## src/rtl/fll_cfg_arbiter.sv

```systemverilog
// fll_cfg_arbiter: round-robin sharing of the FLL four-phase config port with per-edge ack timeout
module fll_cfg_arbiter #(
  parameter int NUM_REQ = 2,
  parameter int ADDR_W  = 2,
  parameter int DATA_W  = 32,
  parameter int TIMEOUT = 255
) (
  input  logic                       clk_i,
  input  logic                       rst_i,
  input  logic [NUM_REQ-1:0]         req_i,
  input  logic [NUM_REQ*ADDR_W-1:0]  addr_i,
  input  logic [NUM_REQ*DATA_W-1:0]  wdata_i,
  input  logic [NUM_REQ-1:0]         web_i,
  output logic [NUM_REQ-1:0]         ack_o,
  output logic [DATA_W-1:0]          rdata_o,
  output logic                       err_o,
  output logic                       fll_req_o,
  input  logic                       fll_ack_i,
  output logic [ADDR_W-1:0]          fll_addr_o,
  output logic [DATA_W-1:0]          fll_wdata_o,
  output logic                       fll_web_o,
  input  logic [DATA_W-1:0]          fll_rdata_i
);
  localparam int CW = $clog2(TIMEOUT + 1);
  localparam int IW = NUM_REQ > 1 ? $clog2(NUM_REQ) : 1;
  localparam logic [CW-1:0] TMAX = CW'(TIMEOUT);
  typedef enum logic [1:0] {IDLE, REQ, RELEASE} state_t;
  state_t state;
  logic [CW-1:0] cnt;
  logic [IW-1:0] last, gnt, sel;
  logic found;
  logic [NUM_REQ-1:0] mask;
  assign mask = req_i & ~ack_o;
  always_comb begin
    found = 1'b0;
    sel = last;
    for (int i = 1; i <= NUM_REQ; i++)
      if (!found && mask[(int'(last) + i) % NUM_REQ]) begin
        found = 1'b1;
        sel = IW'((int'(last) + i) % NUM_REQ);
      end
  end
  always_ff @(posedge clk_i) begin
    if (rst_i) begin
      state <= IDLE;
      fll_req_o <= 1'b0;
      fll_addr_o <= '0;
      fll_wdata_o <= '0;
      fll_web_o <= 1'b1;
      ack_o <= '0;
      rdata_o <= '0;
      err_o <= 1'b0;
      cnt <= '0;
      last <= IW'(NUM_REQ - 1);
      gnt <= '0;
    end else begin
      ack_o <= '0;
      err_o <= 1'b0;
      case (state)
        IDLE: if (found) begin
          fll_addr_o <= addr_i[sel*ADDR_W +: ADDR_W];
          fll_wdata_o <= wdata_i[sel*DATA_W +: DATA_W];
          fll_web_o <= web_i[sel];
          fll_req_o <= 1'b1;
          gnt <= sel;
          last <= sel;
          cnt <= '0;
          state <= REQ;
        end
        REQ: if (fll_ack_i) begin
          rdata_o <= fll_rdata_i;
          ack_o <= NUM_REQ'(1) << gnt;
          fll_req_o <= 1'b0;
          cnt <= '0;
          state <= RELEASE;
        end else if (cnt == TMAX) begin
          rdata_o <= '0;
          ack_o <= NUM_REQ'(1) << gnt;
          err_o <= 1'b1;
          fll_req_o <= 1'b0;
          cnt <= '0;
          state <= RELEASE;
        end else begin
          cnt <= cnt + 1'b1;
        end
        RELEASE: if (!fll_ack_i || cnt == TMAX) state <= IDLE;
                 else cnt <= cnt + 1'b1;
        default: state <= IDLE;
      endcase
    end
  end
endmodule

```

## config.mk

```make
export PLATFORM = sky130hd
export DESIGN_NAME = fll_cfg_arbiter
export DESIGN_NICKNAME = d
export VERILOG_FILES = /design/src/rtl/fll_cfg_arbiter.sv
export SDC_FILE = /design/constraint.sdc
export NUM_CORES = 1
export LEC_CHECK = 0
export CAP_MARGIN = 20
export CORE_UTILIZATION = 43
export CTS_CLUSTER_DIAMETER = 50
export DETAILED_ROUTE_END_ITERATION = 8
export GPL_ROUTABILITY_DRIVEN = 0
export GPL_TIMING_DRIVEN = 0
export PLACE_DENSITY_LB_ADDON = 0.25
export SYNTH_ARGS = -nofsm -noshare
export SYNTH_HDL_FRONTEND = slang
export SYNTH_SLANG_ARGS = --single-unit
```

## constraint.sdc

```tcl
create_clock -name clk_i -period 6 [get_ports clk_i]
set_input_delay 1.5 -clock clk_i [delete_from_list [all_inputs] [get_ports clk_i]]
set_output_delay 1.5 -clock clk_i [all_outputs]
set_load 0.01 [all_outputs]
```

Word level (Yosys, flattened, before mapping)
Cells that the tools add are included.
- reductions and logical operators: 15
- eq/ne operators: 7
- bitwise logic cells: 5
- shift operators: 3
- add/sub/neg operators: 3
- order comparisons: 3
- mux-type cells: 31
- operators by type and width (cell ; number):
    2-to-1 mux 32 bit ; 2
    variable part select 64 x 7 -> 32 bit ; 1
    2-to-1 mux 8 bit ; 4
    one-hot mux 8 bit (3 select lines) ; 1
    2-to-1 mux 1 bit ; 16
    2-to-1 mux 2 bit ; 6
    AND reduction 3 bit ; 3
    adder 8 x 1 -> 8 bit, second input constant ; 1
    == test 8 bit, second input constant ; 1
    less-than comparator 2 x 3 -> 1 bit, second input constant ; 2
    inequality test 2 bit, second input constant ; 3
    one-hot mux 2 bit (3 select lines) ; 1
    AND reduction 2 bit ; 2
    nonzero test 2 bit ; 2
    variable part select 4 x 3 -> 2 bit ; 1
    inequality test 3 bit, second input constant ; 1
    nonzero test 3 bit ; 1
    OR reduction 3 bit ; 1
    adder 1 bit, second input constant ; 2
    AND 1 bit, first input constant ; 2
    AND 2 bit ; 1
    == test 2 x 1 -> 1 bit, second input constant ; 1
    == test 2 bit, second input constant ; 1
    zero test 1 bit ; 2
    other kinds (9) ; 9
- output and inout port bits: 71
- register bits: 83
- input bits: 107
- logic and storage cells: 78

Depth between registers and ports, before layout
Gate-level depths: netlist of run 1.
- depth in word-level cells: 11
- depth in mapped cells: 7
- mapped depth without buffers: 6

Least setup slack after synthesis of run 1
Ideal clock, no wire load.
- path type: input -> register
- start: input req_i[1]
- end: register cnt[1]
- library setup time: 0.070 ns
- slack: 3.242 ns
- path buffers: 1
- data required time: 5.930 ns
- cell stages on the path: 5
- arrival time: 2.688 ns
- cells stage by stage: nand2b_4 -> a311o_1 -> buf_2 -> or4b_1 -> a21oi_1
- cells in the longest elaborated chain, start to end: 10
- elaborated cells between the ends (all ways): 13
- those cells by class: eq/ne: 1; mux: 8; bitwise: 1; reduce/logical: 3
- RTL lines (element ; line ; RTL):
    from (decl) ; 10 ; input logic [NUM_REQ-1:0] req_i,
    AND 2 bit * ; 33 ; assign mask = req_i & ~ack_o;
    2-to-1 mux 1 bit (not written as such) (3 in series) ; 38 ; if (!found && mask[(int'(last) + i) % NUM_REQ]) begin
    2-to-1 mux 1 bit ; 38 ;
    zero test 1 bit ; 38 ;
    logical AND 1 bit ; 38 ;
    2-to-1 mux 1 bit * ; 38 ;
    inequality test 2 bit (no line) * ; - ;
    AND reduction 3 bit (no line) * ; - ;
    to (signal assigned) ; 84 ; cnt <= cnt + 1'b1;
    to (signal assigned) ; 87 ; else cnt <= cnt + 1'b1;
    to (decl) ; 29 ; logic [CW-1:0] cnt;
Every way passes the cells marked *; elsewhere a longest branch is shown, timed or not. The select of a mux whose other input is x is not followed.
A chain may end at the register's enable or synchronous reset.

Worst setup path after layout of run 1
- start: input req_i[1]
- end: register fll_addr_o[1]
- cells in the longest elaborated chain, start to end: 9
- elaborated cells between the ends (all ways): 15
- those cells by class: shift: 1; mux: 10; bitwise: 1; reduce/logical: 3
- RTL lines (element ; line ; RTL):
    AND 2 bit * ; 33 ;
    2-to-1 mux 1 bit (not written as such) (3 in series) ; 38 ;
    2-to-1 mux 1 bit ; 38 ;
    zero test 1 bit ; 38 ;
    logical AND 1 bit ; 38 ;
    2-to-1 mux 1 bit ; 38 ;
    variable part select 4 x 3 -> 2 bit or AND reduction 2 bit (tied branches) ; - ;
    to (signal assigned) ; 61 ; fll_addr_o <= addr_i[sel*ADDR_W +: ADDR_W];
    to (decl) ; 19 ; output logic [ADDR_W-1:0] fll_addr_o,
Marked as above.

==> flow_summary.html, run 1 <==
<table>
<tr><th>Metric</th><th>Value</th></tr>
<tr><th colspan="2">Floorplan</th></tr>
<tr><td>Die Outline Area</td><td>roughly 8700 um2</td></tr>
<tr><td>Die X</td><td>93.1 um</td></tr>
<tr><td>Initial Util</td><td>45.3%</td></tr>
<tr><td>Number of primary I/O pins</td><td>178</td></tr>
<tr><td>Core region area</td><td>7890 um2</td></tr>
<tr><td>DIE HEIGHT</td><td>just over 90 um</td></tr>
<tr><td>Cell row count</td><td>32</td></tr>
<tr><th colspan="2">Synth</th></tr>
<tr><td>Syn. warnings</td><td>0</td></tr>
<tr><td>Summed instance area of the synthesized netlist</td><td>3570 um2</td></tr>
<tr><td>Most frequent cells after synthesis</td><td>dfxtp_1, a21oi_1, a211oi_1, nand2_1, nor2_1</td></tr>
<tr><td>Proportion of synthesized flip-flops having asynchronous set or reset</td><td>0%</td></tr>
<tr><td>Number of register bits inferred by synthesis</td><td>83</td></tr>
<tr><td>Count of different cell masters after synthesis</td><td>41</td></tr>
<tr><td>Share of the synthesized area in the top cell type</td><td>46.5%</td></tr>
<tr><td>Mean instance size in the synthesized netlist</td><td>8.84 um2</td></tr>
<tr><td>Cell with the most instances after synthesis</td><td>dfxtp_1</td></tr>
<tr><td>Synthesized net count</td><td>516</td></tr>
<tr><td>Number of enable flip-flop cells after synthesis</td><td>0</td></tr>
<tr><td>Register area share after synthesis</td><td>46.5%</td></tr>
<tr><td>Leading area contributor after synthesis</td><td>dfxtp_1</td></tr>
<tr><td>Synthesized instance count</td><td>approximately 400</td></tr>
<tr><td>Main area contributors after synthesis</td><td>dfxtp_1, mux2i_1, a211oi_1</td></tr>
<tr><td>Main synth FF type</td><td>dfxtp_1</td></tr>
<tr><th colspan="2">Run</th></tr>
<tr><td>Total of max-cap violations</td><td>0</td></tr>
<tr><th colspan="2">Cells and area</th></tr>
<tr><td>Number of inserted diodes</td><td>0</td></tr>
<tr><td>Nets</td><td>approximately 700</td></tr>
<tr><td>Area grow syn2layout</td><td>59.2%</td></tr>
<tr><td>Total of fill cells in the finished design</td><td>606</td></tr>
<tr><td>Fraction of final layout cells sized beyond drive strength 1</td><td>3.86%</td></tr>
<tr><th colspan="2">STA</th></tr>
<tr><td>Highest attainable clock frequency</td><td>roughly 310 MHz</td></tr>
<tr><td>Share of the clock period used by the worst path after layout</td><td>approximately 53%</td></tr>
<tr><td>Setup Viol. Count Final</td><td>0</td></tr>
<tr><td>Final-layout setup total negative slack</td><td>0 ns</td></tr>
<tr><td>Final Slew Violations</td><td>0</td></tr>
<tr><td>Worst Tran Pin Value</td><td>0.709 ns</td></tr>
<tr><td>Final critical delay including setup and external delays</td><td>~3.2 ns</td></tr>
<tr><td>RSZ-0062 raised after global routing</td><td>false</td></tr>
<tr><td>Rel. slew slack</td><td>between 50 and 60%</td></tr>
<tr><td>Post-route clock skew</td><td>approximately 0.013 ns</td></tr>
<tr><td>Number of hold violations in the final report</td><td>0</td></tr>
<tr><th colspan="2">Route</th></tr>
<tr><td>Number of nets still failing antenna checks after routing</td><td>0</td></tr>
<tr><td>Number of design-rule violations left by the first detailed-router iteration</td><td>112</td></tr>
<tr><td>First drt pass iteration count</td><td>5</td></tr>
<tr><td>Vias after detailed routing</td><td>3667</td></tr>
<tr><td>Average wire per standard cell</td><td>14.9 um</td></tr>
<tr><td>Number of remaining DRC errors</td><td>0</td></tr>
<tr><td>Routed met3 length</td><td>798 um</td></tr>
<tr><td>Top layer reached by signal wires</td><td>met4</td></tr>
<tr><td>Amount of wire on met2 after detailed routing</td><td>a little over 5 mm</td></tr>
<tr><td>Vias per std cell</td><td>5.25</td></tr>
<tr><td>Detailed-route wire length on metal 1</td><td>4.25 mm</td></tr>
<tr><td>Total Wirelength</td><td>10.4 mm</td></tr>
<tr><th colspan="2">Worst setup path</th></tr>
<tr><td>Type of the worst setup path</td><td>in2reg</td></tr>
<tr><td>Crit Path Max Fanout</td><td>10</td></tr>
<tr><td>Required time reported for the critical path endpoint</td><td>6.25 ns</td></tr>
<tr><td>Crit start category</td><td>input port</td></tr>
<tr><td>Gate family responsible for the most delay along the worst path</td><td>buffers and inverters</td></tr>
<tr><td>Buf+Inv Stages, Crit Path</td><td>2</td></tr>
<tr><td>Data arrival time of the critical path</td><td>roughly 3.5 ns</td></tr>
<tr><td>Critical path endpoint category</td><td>flip-flop</td></tr>
<tr><td>Critical path's slowest cell</td><td>a21oi_1</td></tr>
<tr><td>Maximum cell stage delay along the critical path</td><td>0.58 ns</td></tr>
<tr><td>Worst-path cell chain</td><td>clkdlybuf4s50_1 &gt; nand2b_4 &gt; a21oi_1 &gt; clkbuf_1 &gt; nor2_1 &gt; a211oi_1</td></tr>
<tr><th colspan="2">Hold path</th></tr>
<tr><td>Hold Crit Class</td><td>reg2reg</td></tr>
<tr><th colspan="2">Power and ir drop</th></tr>
<tr><td>Logic pwr share</td><td>33.7%</td></tr>
<tr><td>Worst supply voltage drop on vdd</td><td>0.148 mV</td></tr>
<tr><td>Part of the power in registers</td><td>around 40%</td></tr>
<tr><td>Clock share of power</td><td>between 20% and 30%</td></tr>
<tr><td>Total Power Consumption</td><td>1680 uW</td></tr>
<tr><td>Net Sw Power</td><td>514 uW</td></tr>
<tr><td>Leakage component of the power</td><td>0.00208 uW</td></tr>
<tr><td>Cell internal power dissipation</td><td>1160 uW</td></tr>
<tr><td>Ratio of total power to cell area</td><td>~300 nW/um2</td></tr>
<tr><td>Net Sw Frac</td><td>roughly 30%</td></tr>
<tr><th colspan="2">Global route</th></tr>
<tr><td>First-pass GRT wire length</td><td>17.3 mm</td></tr>
<tr><td>Gr ovfl total</td><td>0</td></tr>
<tr><td>Gr usage total</td><td>between 20% and 30%</td></tr>
<tr><td>Largest net degree at the start of global routing</td><td>14</td></tr>
<tr><td>Number of global-route vias before repair</td><td>~3800</td></tr>
<tr><td>Number of antenna violations at the first check in global routing</td><td>0</td></tr>
<tr><th colspan="2">Clocking</th></tr>
<tr><td>CTS max path bufs</td><td>2</td></tr>
<tr><td>Hold Buf Count CTS</td><td>0</td></tr>
<tr><td>Sinks on the clock net</td><td>slightly above 80</td></tr>
<tr><td>Clock slew at reported path FFs</td><td>0.08 ns</td></tr>
<tr><td>Clock buffer count from CTS</td><td>9</td></tr>
<tr><td>Postcts setup bufs</td><td>0</td></tr>
<tr><td>Number of H-tree branching levels</td><td>3</td></tr>
<tr><td>Resized cells post-CTS</td><td>0</td></tr>
<tr><td>Insertion delay of the later-clocked pin in the worst-skew pair</td><td>between 0.3 and 0.4 ns</td></tr>
<tr><td>Library cell used as clock root buffer</td><td>clkbuf_8</td></tr>
<tr><td>CTS tree</td><td>built</td></tr>
<tr><th colspan="2">Place</th></tr>
<tr><td>Placed wire-length estimate</td><td>about 8 mm</td></tr>
<tr><td>Count of port buffers added during placement</td><td>177</td></tr>
<tr><th colspan="2">Status</th></tr>
<tr><td>Result of the run</td><td>finished, final reports clean</td></tr>
</table>
## power by group through the flow
stage                     clock network (uW)  registers [uW]  logic, uW
after global placement                     0             680        555
after floorplan                            0             714        247
final                                    440             671        565
after global routing                     472             681        619
after detailed placement                   0             683        566
after CTS                                442             671        568
## path summary, 6_finish.rpt
check	start	end	slack [ns]	cells past startpoint
worst max-delay path	req_i[1]	fll_addr_o[1]$_SDFFE_PP0P_	2.80	6
worst min-delay path	gnt$_SDFFE_PP0P_	ack_o[0]$_SDFF_PP0_	0.46	1
worst max register to register	state[0]$_SDFFE_PP0P_	cnt[1]$_SDFFE_PP0P_	3.86	7
worst min register to register	gnt$_SDFFE_PP0P_	ack_o[0]$_SDFF_PP0_	0.46	1
## cell usage in the layout, fill, tap and decap left out, types with 17 or more instances in the layout
| cell | instances |
|---|---|
| clkdlybuf4s50_1 | 177 |
| dfxtp_1 | 83 |
| a21oi_1 | 39 |
| nand2_1 | 37 |
| nor2_1 | 37 |
| a211oi_1 | 37 |
| mux2i_1 | 35 |
| clkbuf_1 | 27 |
| o21ai_0 | 20 |
| o21ai_1 | 17 |
## registers in the layout, indices dropped and copies added, names as in the netlist
name and count:
ack_o 2, state 2, cnt 8, last 1
fll_req_o 1, fll_web_o 1, fll_addr_o 2, err_o 1
rdata_o 32, gnt 1, fll_wdata_o 32
## logic make-up (layout without fill, tap and decap cells)
logic type	count (synthesis)	count (layout)	share of synthesized area, %
adders and majority gates	5	5	1.75
buffers and inverters	39	231	4.28
AOI/OAI and AO/OA	131	131	22.6
and+or+nand+nor	110	110	14.7
muxes	36	36	10.1
DFF	83	83	46.5
## layout make-up
cell class | count | area (um2) | area share (%)
Clock buffer | 10 | 138 | 2.42
Sequential cell | 83 | 1660 | 29.2
Inverter | 7 | 26.3 | 0.462
Timing Repair Buffer | 177 | 1770 | 31.2
Buffer | 32 | 126 | 2.22
Tap cell | 102 | 128 | 2.25
Clock inverter | 5 | 77.6 | 1.36
Multi-Input combinational cell | 282 | 1760 | 30.9
## metrics by stage
step,std cells,cell area [um2],hold WS (ns),setup slack (ns),util (%)
after detailed placement,683,5470,0.456,2.41,69.3
final,698,5680,0.459,2.80,72.1
after global routing,698,5680,0.496,2.59,72.1
after global placement,683,5470,0.441,2.45,69.3
after floorplan,404,3570,0.426,3.24,-
after CTS,698,5680,0.462,2.77,72.1
## per-layer routing
metal	vias to the layer above	track usage [%]
li1	1837	-
met1	1675	28.1
met2	136	43.9
met3	19	8.78
met4	0	9.10
met5	-	0
Power figures use the tool's default switching activity.
==> inputs of run 2 (changes only) <==
Settings changed: CORE_UTILIZATION 43 to 40.
Clock period 6 ns to 3.1 ns, I/O delays scaled along.
==> flow_summary.html, run 2 (synthesis results as in run 1) <==
<table>
<tr><th>Metric</th><th>Value</th></tr>
<tr><th colspan="2">Status</th></tr>
<tr><td>Result of the run</td><td>finished, final reports clean (unchanged)</td></tr>
<tr><th colspan="2">Cells and area</th></tr>
<tr><td>Fraction of final layout cells sized beyond drive strength 1</td><td>3.85% (was 3.86%)</td></tr>
<tr><td>Area grow syn2layout</td><td>59.1% (was 59.2%)</td></tr>
<tr><td>Registers with the most flip-flops</td><td>fll_wdata_o: 32 flops, rdata_o: 32 flops, cnt: 8 flops (unchanged)</td></tr>
<tr><td>Core utilization of the finished layout</td><td>65.5% (was 72.1%)</td></tr>
<tr><td>Nets</td><td>704 (unchanged)</td></tr>
<tr><td>Number of inserted diodes</td><td>0 (unchanged)</td></tr>
<tr><td>Total of fill cells in the finished design</td><td>740 (was 606)</td></tr>
<tr><td>Leading cell type in the layout, fill and taps excluded</td><td>clkdlybuf4s50_1 (unchanged)</td></tr>
<tr><td>Most frequent cells in the layout</td><td>clkdlybuf4s50_1, dfxtp_1, a21oi_1 (unchanged)</td></tr>
<tr><th colspan="2">Worst setup path</th></tr>
<tr><td>Worst-path cell chain</td><td>clkdlybuf4s50_1 &gt; nand2b_4 &gt; a21oi_1 &gt; clkbuf_1 &gt; nor2_1 &gt; a211oi_1 (unchanged)</td></tr>
<tr><td>Data arrival time of the critical path</td><td>2.82 ns (was 3.45 ns)</td></tr>
<tr><td>Reg-to-reg endpoint</td><td>fll_wdata_o[22]$_SDFFE_PP0P_ (was cnt[1]$_SDFFE_PP0P_)</td></tr>
<tr><td>Start point of the critical path</td><td>req_i[1] (unchanged)</td></tr>
<tr><td>Gate family responsible for the most delay along the worst path</td><td>buffers and inverters (unchanged)</td></tr>
<tr><td>Crit. path cell count</td><td>6 (unchanged)</td></tr>
<tr><td>Crit start category</td><td>input port (unchanged)</td></tr>
<tr><td>Depth of the worst register-to-register path</td><td>7 (unchanged)</td></tr>
<tr><td>Crit Path Max Fanout</td><td>10 (unchanged)</td></tr>
<tr><td>Critical path endpoint category</td><td>flip-flop (unchanged)</td></tr>
<tr><td>Type of the worst setup path</td><td>in2reg (unchanged)</td></tr>
<tr><td>Reg-to-Reg Start</td><td>state[1]$_SDFFE_PP0P_ (was state[0]$_SDFFE_PP0P_)</td></tr>
<tr><td>Buf+Inv Stages, Crit Path</td><td>2 (unchanged)</td></tr>
<tr><td>Required time reported for the critical path endpoint</td><td>3.35 ns (was 6.25 ns)</td></tr>
<tr><td>Critical Path End</td><td>fll_wdata_o[22]$_SDFFE_PP0P_ (was fll_addr_o[1]$_SDFFE_PP0P_)</td></tr>
<tr><td>Critical path's slowest cell</td><td>a21oi_1 (unchanged)</td></tr>
<tr><td>Worst setup slack for register-to-register paths</td><td>0.86 ns (was 3.86 ns)</td></tr>
<tr><td>Maximum cell stage delay along the critical path</td><td>0.66 ns (was 0.58 ns)</td></tr>
<tr><th colspan="2">Clocking</th></tr>
<tr><td>Sinks on the clock net</td><td>83 (unchanged)</td></tr>
<tr><td>Clock slew at reported path FFs</td><td>0.09 ns (was 0.08 ns)</td></tr>
<tr><td>Number of H-tree branching levels</td><td>3 (unchanged)</td></tr>
<tr><td>Clock buffer count from CTS</td><td>9 (unchanged)</td></tr>
<tr><td>Postcts setup bufs</td><td>0 (unchanged)</td></tr>
<tr><td>Library cell used as clock root buffer</td><td>clkbuf_8 (unchanged)</td></tr>
<tr><td>Resized cells post-CTS</td><td>0 (unchanged)</td></tr>
<tr><td>CTS tree</td><td>built (unchanged)</td></tr>
<tr><td>CTS max path bufs</td><td>2 (unchanged)</td></tr>
<tr><td>Hold Buf Count CTS</td><td>0 (unchanged)</td></tr>
<tr><td>Insertion delay of the later-clocked pin in the worst-skew pair</td><td>0.35 ns (about the same)</td></tr>
<tr><th colspan="2">Route</th></tr>
<tr><td>Number of design-rule violations left by the first detailed-router iteration</td><td>80 (was 112)</td></tr>
<tr><td>Number of nets still failing antenna checks after routing</td><td>0 (unchanged)</td></tr>
<tr><td>Routed met3 length</td><td>963 um (was 798 um)</td></tr>
<tr><td>Vias per std cell</td><td>5.18 (was 5.25)</td></tr>
<tr><td>Detailed-route wire length on metal 1</td><td>3.99 mm (was 4.25 mm)</td></tr>
<tr><td>Top layer reached by signal wires</td><td>met4 (unchanged)</td></tr>
<tr><td>Average wire per standard cell</td><td>14.0 um (was 14.9 um)</td></tr>
<tr><td>Number of remaining DRC errors</td><td>0 (unchanged)</td></tr>
<tr><td>Vias after detailed routing</td><td>3654 (was 3667)</td></tr>
<tr><td>Total Wirelength</td><td>9.84 mm (was 10.4 mm)</td></tr>
<tr><td>Amount of wire on met2 after detailed routing</td><td>4.72 mm (was 5.11 mm)</td></tr>
<tr><td>First drt pass iteration count</td><td>4 (was 5)</td></tr>
<tr><th colspan="2">Power and ir drop</th></tr>
<tr><td>Clock share of power</td><td>24.7% (was 26.2%)</td></tr>
<tr><td>Logic pwr share</td><td>34.2% (was 33.7%)</td></tr>
<tr><td>Leakage component of the power</td><td>0.00207 uW (was 0.00208 uW)</td></tr>
<tr><td>Ratio of total power to cell area</td><td>556 nW/um2 (was 295 nW/um2)</td></tr>
<tr><td>Part of the power in registers</td><td>41.1% (was 40.0%)</td></tr>
<tr><td>Worst supply voltage drop on vdd</td><td>0.267 mV (was 0.148 mV)</td></tr>
<tr><td>Net Sw Frac</td><td>31.1% (was 30.7%)</td></tr>
<tr><td>Net Sw Power</td><td>983 uW (was 514 uW)</td></tr>
<tr><td>Cell internal power dissipation</td><td>2180 uW (was 1160 uW)</td></tr>
<tr><th colspan="2">STA</th></tr>
<tr><td>Final Slew Violations</td><td>0 (unchanged)</td></tr>
<tr><td>Post-route clock skew</td><td>0.0127 ns (was 0.0126 ns)</td></tr>
<tr><td>Worst Tran Pin Value</td><td>0.815 ns (was 0.709 ns)</td></tr>
<tr><td>Final-layout setup total negative slack</td><td>0 ns (unchanged)</td></tr>
<tr><td>Share of the clock period used by the worst path after layout</td><td>slightly above 80%</td></tr>
<tr><td>RSZ-0062 raised after global routing</td><td>false (unchanged)</td></tr>
<tr><td>Rel. slew slack</td><td>45.7% (was 52.7%)</td></tr>
<tr><td>Setup Viol. Count Final</td><td>0 (unchanged)</td></tr>
<tr><td>Final critical delay including setup and external delays</td><td>around 2.6 ns</td></tr>
<tr><td>Number of hold violations in the final report</td><td>0 (unchanged)</td></tr>
<tr><td>Highest attainable clock frequency</td><td>389 MHz</td></tr>
<tr><th colspan="2">Hold path</th></tr>
<tr><td>Hold Crit Class</td><td>reg2reg (unchanged)</td></tr>
<tr><td>Hold path start</td><td>gnt$_SDFFE_PP0P_ (unchanged)</td></tr>
<tr><th colspan="2">Floorplan</th></tr>
<tr><td>Core region area</td><td>8680 um2 (was 7890 um2)</td></tr>
<tr><td>Die Outline Area</td><td>9310 um2 (was 8670 um2)</td></tr>
<tr><td>DIE HEIGHT</td><td>96.5 um (was 93.1 um)</td></tr>
<tr><td>Die X</td><td>96.5 um (was 93.1 um)</td></tr>
<tr><td>Number of primary I/O pins</td><td>178 (unchanged)</td></tr>
<tr><td>Cell row count</td><td>34 (was 32)</td></tr>
<tr><td>Initial Util</td><td>41.1% (was 45.3%)</td></tr>
<tr><th colspan="2">Global route</th></tr>
<tr><td>Gr usage total</td><td>21.2% (was 25.1%)</td></tr>
<tr><td>First-pass GRT wire length</td><td>15.3 mm (was 17.3 mm)</td></tr>
<tr><td>Largest net degree at the start of global routing</td><td>15 (was 14)</td></tr>
<tr><td>Number of global-route vias before repair</td><td>3487 (was 3766)</td></tr>
<tr><td>Gr ovfl total</td><td>0 (unchanged)</td></tr>
<tr><td>Number of antenna violations at the first check in global routing</td><td>0 (unchanged)</td></tr>
<tr><th colspan="2">Place</th></tr>
<tr><td>Count of port buffers added during placement</td><td>177 (unchanged)</td></tr>
<tr><td>Placed wire-length estimate</td><td>7.68 mm (was 8.11 mm)</td></tr>
<tr><th colspan="2">Run</th></tr>
<tr><td>Total of max-cap violations</td><td>0 (unchanged)</td></tr>
</table>
run 2: cell count changes in the layout (fill, tap and decap cells not counted), sizes merged:
| cell | change |
|---|---|
| bufinv | -1 |
| clkinvlp | +1 |
| clkbuf | +1 |
run 2: how the worst min path moves through the flow:
stage,slack [ns],to,depth (start not counted)
finish,0.47,ack_o[1]$_SDFF_PP0_,2
global route,0.49,ack_o[1]$_SDFF_PP0_,2
floorplan,0.43,ack_o[0]$_SDFF_PP0_,1
global placement,0.44,ack_o[1]$_SDFF_PP0_,2
CTS,0.47,ack_o[1]$_SDFF_PP0_,2
detailed placement,0.45,ack_o[1]$_SDFF_PP0_,2
run 2: per-stage QoR:
stage          cell area [um2]  total power (uW)  instances  setup WS (ns)  hold WS [ns]
5_1_grt                   5680              3350        705          0.249         0.488
3_5_place_dp              5480              2410        689          0.117         0.454
2_1_floorplan             3570              1860        404           1.07         0.426
6_report                  5680              3160        705          0.531         0.468
3_3_place_gp              5480              2380        689          0.213         0.440
4_1_cts                   5680              3190        705          0.487         0.468
run 2: routing by layer:
| metal | track usage [%] | up-vias |
|---|---|---|
| met5 | 0 | - |
| met4 | 9.56 | 0 |
| met3 | 7.51 | 12 |
| met2 | 36.3 | 135 |
| met1 | 23.7 | 1676 |
| li1 | - | 1831 |
run 2: power by group through the flow:
stage | clock network (uW) | logic, uW | registers, uW
floorplan | 0 | 479 | 1380
global placement | 0 | 1070 | 1320
detailed placement | 0 | 1090 | 1320
CTS | 798 | 1090 | 1300
global route | 841 | 1190 | 1320
finish | 780 | 1080 | 1300
run 2: cell type report:
class,instances,area (um2),share of cell area (%)
inverter,7,26.3,0.463
timing repair buffer,177,1770,31.2
multi-input combinational,282,1760,30.9
tap,108,135,2.38
sequential,83,1660,29.3
clock buffer,11,141,2.49
buffer,32,126,2.22
clock inverter,5,62.6,1.10
run 2: worst reg2reg max path, stage by stage (launching register included):
cell      delay (ns)
dfxtp_1         0.33
inv_1           0.10
ha_1            0.23
inv_1           0.07
a21oi_1         0.63
clkbuf_1        0.45
nor2_1          0.08
a211oi_1        0.26
